===== src/rtl/counter_pkg.sv =====
// counter_pkg: mode and state encodings shared by the counter and UART blocks
package counter_pkg;
    localparam logic [1:0] MODE_WRAP    = 2'b00;
    localparam logic [1:0] MODE_SAT     = 2'b01;
    localparam logic [1:0] MODE_ONESHOT = 2'b10;
    typedef enum logic [1:0] {ST_IDLE, ST_RUN, ST_DONE} state_e;
endpackage


===== src/rtl/counter_nb_if.sv =====
// counter_nb_if: control, configuration and status bundle of the counter
interface counter_nb_if #(parameter int WIDTH = 8, parameter int PRESCALE_W = 8);
    logic                  ena;
    logic                  start;
    logic                  stop;
    logic                  load;
    logic [WIDTH-1:0]      load_val;
    logic                  dir;
    logic [1:0]            mode;
    logic [WIDTH-1:0]      modulus;
    logic [PRESCALE_W-1:0] prescale;
    logic [WIDTH-1:0]      count;
    logic                  tc;
    logic                  busy;
    logic                  done;
    modport master (output ena, start, stop, load, load_val, dir, mode, modulus, prescale,
                    input count, tc, busy, done);
    modport slave (input ena, start, stop, load, load_val, dir, mode, modulus, prescale,
                   output count, tc, busy, done);
endinterface


===== src/rtl/counter_nb_tick_div.sv =====
// tick_div: prescaler emitting one step strobe every prescale+1 run cycles
module tick_div #(parameter int PRESCALE_W = 8) (
    input  logic                  clk,
    input  logic                  rst_n,
    input  logic                  ena,
    input  logic                  clear,
    input  logic                  run,
    input  logic [PRESCALE_W-1:0] prescale,
    output logic                  step
);
    logic [PRESCALE_W-1:0] cnt_q, cnt_d;
    logic                  hit;
    // A prescale lowered below the running count fires immediately and restarts from 0.
    always_comb begin
        hit   = cnt_q >= prescale;
        step  = ena && run && !clear && hit;
        cnt_d = !ena ? cnt_q : clear ? '0 : !run ? cnt_q : hit ? '0 : cnt_q + PRESCALE_W'(1);
    end
    // Prescaler register.
    always_ff @(posedge clk) begin
        if (!rst_n) cnt_q <= '0;
        else        cnt_q <= cnt_d;
    end
endmodule


===== src/rtl/counter_nb.sv =====
// counter_nb: up/down modulus counter with prescaler, load and wrap/saturate/one-shot modes
module counter_nb
    import counter_pkg::*;
#(
    parameter int WIDTH      = 8,
    parameter int PRESCALE_W = 8
) (
    input logic         clk,
    input logic         rst_n,
    counter_nb_if.slave bus
);
    state_e           state_q, state_d;
    logic [WIDTH-1:0] count_q, count_d;
    logic             tc_q, tc_d;
    logic             clear, step, is_wrap, is_os;

    assign clear = bus.ena && (bus.load || bus.stop || (bus.start && state_q != ST_RUN));

    tick_div #(.PRESCALE_W(PRESCALE_W)) u_tick (
        .clk      (clk),
        .rst_n    (rst_n),
        .ena      (bus.ena),
        .clear    (clear),
        .run      (state_q == ST_RUN),
        .prescale (bus.prescale),
        .step     (step)
    );

    // Next state, next count and terminal-count pulse in priority load > stop > start > step.
    always_comb begin
        state_d = state_q;
        count_d = count_q;
        tc_d    = 1'b0;
        is_os   = bus.mode == MODE_ONESHOT;
        is_wrap = !(bus.mode == MODE_SAT || is_os);
        if (!bus.ena) begin
            state_d = state_q;
        end else if (bus.load) begin
            count_d = bus.load_val > bus.modulus ? bus.modulus : bus.load_val;
            state_d = state_q == ST_DONE ? ST_IDLE : state_q;
        end else if (bus.stop) begin
            state_d = state_q == ST_RUN ? ST_IDLE : state_q;
        end else if (bus.start && state_q != ST_RUN) begin
            state_d = ST_RUN;
        end else if (step) begin
            if (!bus.dir) begin
                if (count_q < bus.modulus) begin
                    count_d = count_q + WIDTH'(1);
                    tc_d    = count_q + WIDTH'(1) == bus.modulus;
                end else if (is_wrap) begin
                    count_d = '0;
                    tc_d    = 1'b1;
                end else begin
                    count_d = bus.modulus;
                    tc_d    = is_os || count_q != bus.modulus;
                end
            end else begin
                if (count_q > bus.modulus) begin
                    count_d = bus.modulus;
                end else if (count_q != '0) begin
                    count_d = count_q - WIDTH'(1);
                    tc_d    = count_q == WIDTH'(1);
                end else if (is_wrap) begin
                    count_d = bus.modulus;
                    tc_d    = 1'b1;
                end else begin
                    tc_d    = is_os;
                end
            end
            state_d = is_os && tc_d ? ST_DONE : state_q;
        end
    end

    // State, count and tc registers.
    always_ff @(posedge clk) begin
        if (!rst_n) begin
            state_q <= ST_IDLE;
            count_q <= '0;
            tc_q    <= 1'b0;
        end else begin
            state_q <= state_d;
            count_q <= count_d;
            tc_q    <= tc_d;
        end
    end

    assign bus.count = count_q;
    assign bus.tc    = tc_q;
    assign bus.busy  = state_q == ST_RUN;
    assign bus.done  = state_q == ST_DONE;
endmodule


===== src/flat_wrapper.sv =====
// flat-port wrapper written by rule: the top's interface ports become plain ports
module counter_nb_flat import counter_pkg::*;
#(
    parameter int WIDTH      = 8,
    parameter int PRESCALE_W = 8
)
  (clk, rst_n, bus_ena, bus_start, bus_stop, bus_load, bus_load_val, bus_dir, bus_mode, bus_modulus, bus_prescale, bus_count, bus_tc, bus_busy, bus_done);
  counter_nb_if #(.WIDTH(WIDTH), .PRESCALE_W(PRESCALE_W)) bus_i ();
  input logic clk;
  input logic rst_n;
  input wire logic [$bits(bus_i.ena)-1:0] bus_ena;
  input wire logic [$bits(bus_i.start)-1:0] bus_start;
  input wire logic [$bits(bus_i.stop)-1:0] bus_stop;
  input wire logic [$bits(bus_i.load)-1:0] bus_load;
  input wire logic [$bits(bus_i.load_val)-1:0] bus_load_val;
  input wire logic [$bits(bus_i.dir)-1:0] bus_dir;
  input wire logic [$bits(bus_i.mode)-1:0] bus_mode;
  input wire logic [$bits(bus_i.modulus)-1:0] bus_modulus;
  input wire logic [$bits(bus_i.prescale)-1:0] bus_prescale;
  output wire logic [$bits(bus_i.count)-1:0] bus_count;
  output wire logic [$bits(bus_i.tc)-1:0] bus_tc;
  output wire logic [$bits(bus_i.busy)-1:0] bus_busy;
  output wire logic [$bits(bus_i.done)-1:0] bus_done;
  assign bus_i.ena = bus_ena;
  assign bus_i.start = bus_start;
  assign bus_i.stop = bus_stop;
  assign bus_i.load = bus_load;
  assign bus_i.load_val = bus_load_val;
  assign bus_i.dir = bus_dir;
  assign bus_i.mode = bus_mode;
  assign bus_i.modulus = bus_modulus;
  assign bus_i.prescale = bus_prescale;
  assign bus_count = bus_i.count;
  assign bus_tc = bus_i.tc;
  assign bus_busy = bus_i.busy;
  assign bus_done = bus_i.done;
  counter_nb #(.WIDTH(WIDTH), .PRESCALE_W(PRESCALE_W)) u_core (.clk(clk), .rst_n(rst_n), .bus(bus_i));
endmodule

===== config.mk =====
export PLATFORM = sky130hd
export DESIGN_NAME = counter_nb_flat
export DESIGN_NICKNAME = d
export VERILOG_FILES = /design/src/rtl/counter_pkg.sv /design/src/rtl/counter_nb_if.sv /design/src/rtl/counter_nb_tick_div.sv /design/src/rtl/counter_nb.sv /design/src/flat_wrapper.sv
export SDC_FILE = /design/constraint.sdc
export NUM_CORES = 1
export LEC_CHECK = 0
export ABC_CLOCK_PERIOD_IN_PS = 3100
export CAP_MARGIN = 40
export CORE_MARGIN = 5
export CORE_UTILIZATION = 33
export CTS_BUF_LIST = sky130_fd_sc_hd__clkbuf_8
export DETAILED_ROUTE_END_ITERATION = 16
export SYNTH_ARGS = -nofsm -noshare
export SYNTH_HDL_FRONTEND = slang
export SYNTH_SLANG_ARGS = --single-unit

===== constraint.sdc =====
create_clock -name clk -period 3.1 [get_ports clk]
set_input_delay 0.62 -clock clk [delete_from_list [all_inputs] [get_ports clk]]
set_output_delay 0.62 -clock clk [all_outputs]
set_load 0.1 [all_outputs]

==> out/summary.txt <==
Filler cells = 705
Crit path DAT = 3.11 ns
Worst slew margin = 0.653
Netlist Area Pre-Place = 2360 um2
Initial antenna violation count = 0
Antenna cell count = 0
DRC = 0
H-tree depth = 1
Placed inst area = 3090 um2
TNS Setup = 0 ns
Max clock buf depth = 2
Cell variety after synth = 55
Synthesized area per cell = 7.68 um2
Worst r2r src = u_core.bus.count[1]
GPL Wtd Cong = 0.916
Critical-path top delay cell = clkdlybuf4s50_1
Share of cells above drive strength 1 = 0.175
Vias in the first global route = 2,429
Crit-path cells = clkdlybuf4s50_1 -> inv_1 -> ha_1 -> nor2b_1 -> o211ai_1 -> buf_4 -> a21o_1 -> nand2_1 -> a311oi_1 -> o311ai_0 -> a32o_1
Worst-margin pin slew = 0.515 ns
Synth Flop Type = dfxtp_1
Synthesized net count = 371
Crit path max-delay family = compound AO/OA/AOI/OAI gates
Tcrit/Tclk final = 0.948
Skew-Pair Late Insertion Delay = 0.27 ns
Finished Cell Area = 3170 um2
Fin nets = 443
Initial DRC count = 235
Required @ worst endpoint = 3.27 ns
GRT overflow = 0
Hold-fix buffers, CTS = 0
Clk Tree Root Cell = clkbuf_8
Mean routed wirelength per cell = 15.2 um
Critical Path Max Stage Delay = 0.49 ns
Synth-to-layout area growth = 34.5%
Clock Sinks = 19
Period minus WS final = 2.94 ns
Worst VDD drop = 0.000197 V
DRT Pass-1 Iters = 6
Synth Register Bits = 19
Synthesis Warnings = 0
Total wire length = 7220 um
Largest net degree at the start of global routing = 15
Crit. End Element = register
Slew Limit Fails = 0
Total number of vias = 2,577
Post-synth EDFFs = 0
Asr flop ratio synth = 0
Post-route ant nets = 0
First-pass GRT wire length = 11,700 um
Hold path cells = 2
Max Cap Viol = 0
Initial core utilization = 0.343
R2r worst-path depth = 9
Fin Hold WS = 0.520 ns
Die H = 94.5 um
CP Class = input port to register
CTS tree = built
Status = complete, no violations
Chip width = 94.5 um
TritonCTS buffer count = 3
CP Max Fanout = 6
Most common cell after layout, fill and taps aside = buf_4
Worst Setup Start Kind = input port
Die ar. = 8930 um2
DP HPWL = 5960 um
RSZ-0062 raised after global routing = true
FP Rows = 30
Clock transition at the registers of the reported paths = 0.08 ns
GRT Total Usage = 0.164
Commonest non-fill, non-tap cells in the layout = buf_4, clkdlybuf4s50_1, ha_1
Final Hold Fails = 0
Final setup skew = 0.00267 ns
Vias per std cell = 5.44
HP Start = u_core.state_q[1]
Post-Synthesis Cells = 307
HP Class = register to register
Reg2reg end = u_core.state_q[0]
Highest clock rate = 0.340 GHz
# IOs = 44
Seq/Total Area, Yosys = 0.161
Core Box Area = 6870 um2
Endpoints failing setup = 0
WP buf/inv = 3
Leakage power = 1.43 nW
Worst Hold Endpoint = u_core.state_q[1]
IO Port Bufs = 43
Reg2Reg Setup Slack = 0.40 ns
Power Density = 299 nW/um2
area by class of cell:
| cell class | instances | area [um2] | area share |
|---|---|---|---|
| clock buffer | 3 | 41.3 | 0.0130 |
| clock inverter | 1 | 5.00 | 0.00158 |
| inverter | 26 | 97.6 | 0.0308 |
| multi-input combinational | 248 | 1840 | 0.579 |
| sequential | 19 | 382 | 0.120 |
| tap | 96 | 120 | 0.0379 |
| timing repair buffer | 81 | 688 | 0.217 |
tightest hold or removal path: cells and delay by family (launching register included):
family          cells  cell delay (ns)
compound gates      1             0.07
buf+inv             1             0.09
flops               1             0.32
routing by layer:
layer  wire length, um  part of all wire  vias up  track usage
met4                99             0.014        0       0.0373
met1              3630              0.50     1197        0.234
li1                  -                 -     1304            -
met3               299             0.041        8       0.0175
met5                 0                 0        -            0
met2              3190              0.44       68        0.264
repair_timing:
| action | CTS | global route |
|---|---|---|
| setup endpoints to repair | 0 | 11 |
| setup buffers | 0 | 1 |
| resized for setup | 0 | 6 |
flip-flops by register name, indices dropped and copies added (netlist names):
register and count:
u_core.bus.count 8, u_core.u_tick.cnt_q 8, u_core.state_q 2, u_core.bus.tc 1
through the flow:
stage	std cells	util	worst slack [ns]	power (mW)
finish	474	0.462	0.160	0.948
detailed placement	469	0.450	-0.199	0.754
floorplan	307	-	0.0180	0.583
global placement	469	0.450	-0.187	0.752
global route	474	0.462	-0.0150	1.00
CTS	473	0.457	0.0694	0.941
synth_stat cells (all sizes together) (3+ instances only):
cell	count	area, um2
nand4	7	43.8
ha	31	388
and3	10	62.6
o211ai	10	75.1
and2	3	18.8
a32o	8	80.1
nand2	24	90.1
o211a	4	40.0
dfxtp	19	380
buf	6	38.8
inv	26	97.6
a21o	4	30.0
nor2b	3	18.8
xor2	8	70.1
mux2i	5	50.1
a21oi	20	100
clkbuf	8	30.0
o21ai	12	60.1
nor2	20	75.1
nor4	6	43.8
o311ai	4	35.0
a311oi	3	26.3
nor3	11	55.1
xnor2	9	78.8
nand3	15	80.1
power by group:
group          leakage, nW  internal [mW]  switching [mW]
combinational         1.25          0.209           0.282
clock               0.0255         0.0899          0.0970
sequential           0.155          0.253          0.0168
total                 1.43          0.552           0.396
cells by family (layout without fill, tap and decap cells):
family                   count (synthesis)  after routing  synth area share
AND/OR/NAND/NOR                        108            108             0.236
adder cells (fa/ha/maj)                 31             31             0.165
AO/OA/AOI/OAI                           85             85             0.269
flip-flops                              19             19             0.161
buffers and inverters                   40            111            0.0706
XOR/XNOR                                18             18            0.0727
multiplexers                             6              6            0.0260
how the worst max path moves through the flow:
stage,startpoint,end,cells after the start
final,bus_modulus[1],u_core.bus.count[2],11
after global routing,bus_modulus[1],u_core.state_q[1],10
after CTS,bus_modulus[1],u_core.state_q[1],10
after detailed placement,bus_modulus[1],u_core.state_q[0],10
after global placement,bus_modulus[1],u_core.state_q[0],10
after floorplan,u_core.bus.count[1],u_core.state_q[0],10
Note: power is estimated with default switching activity, not from simulation.
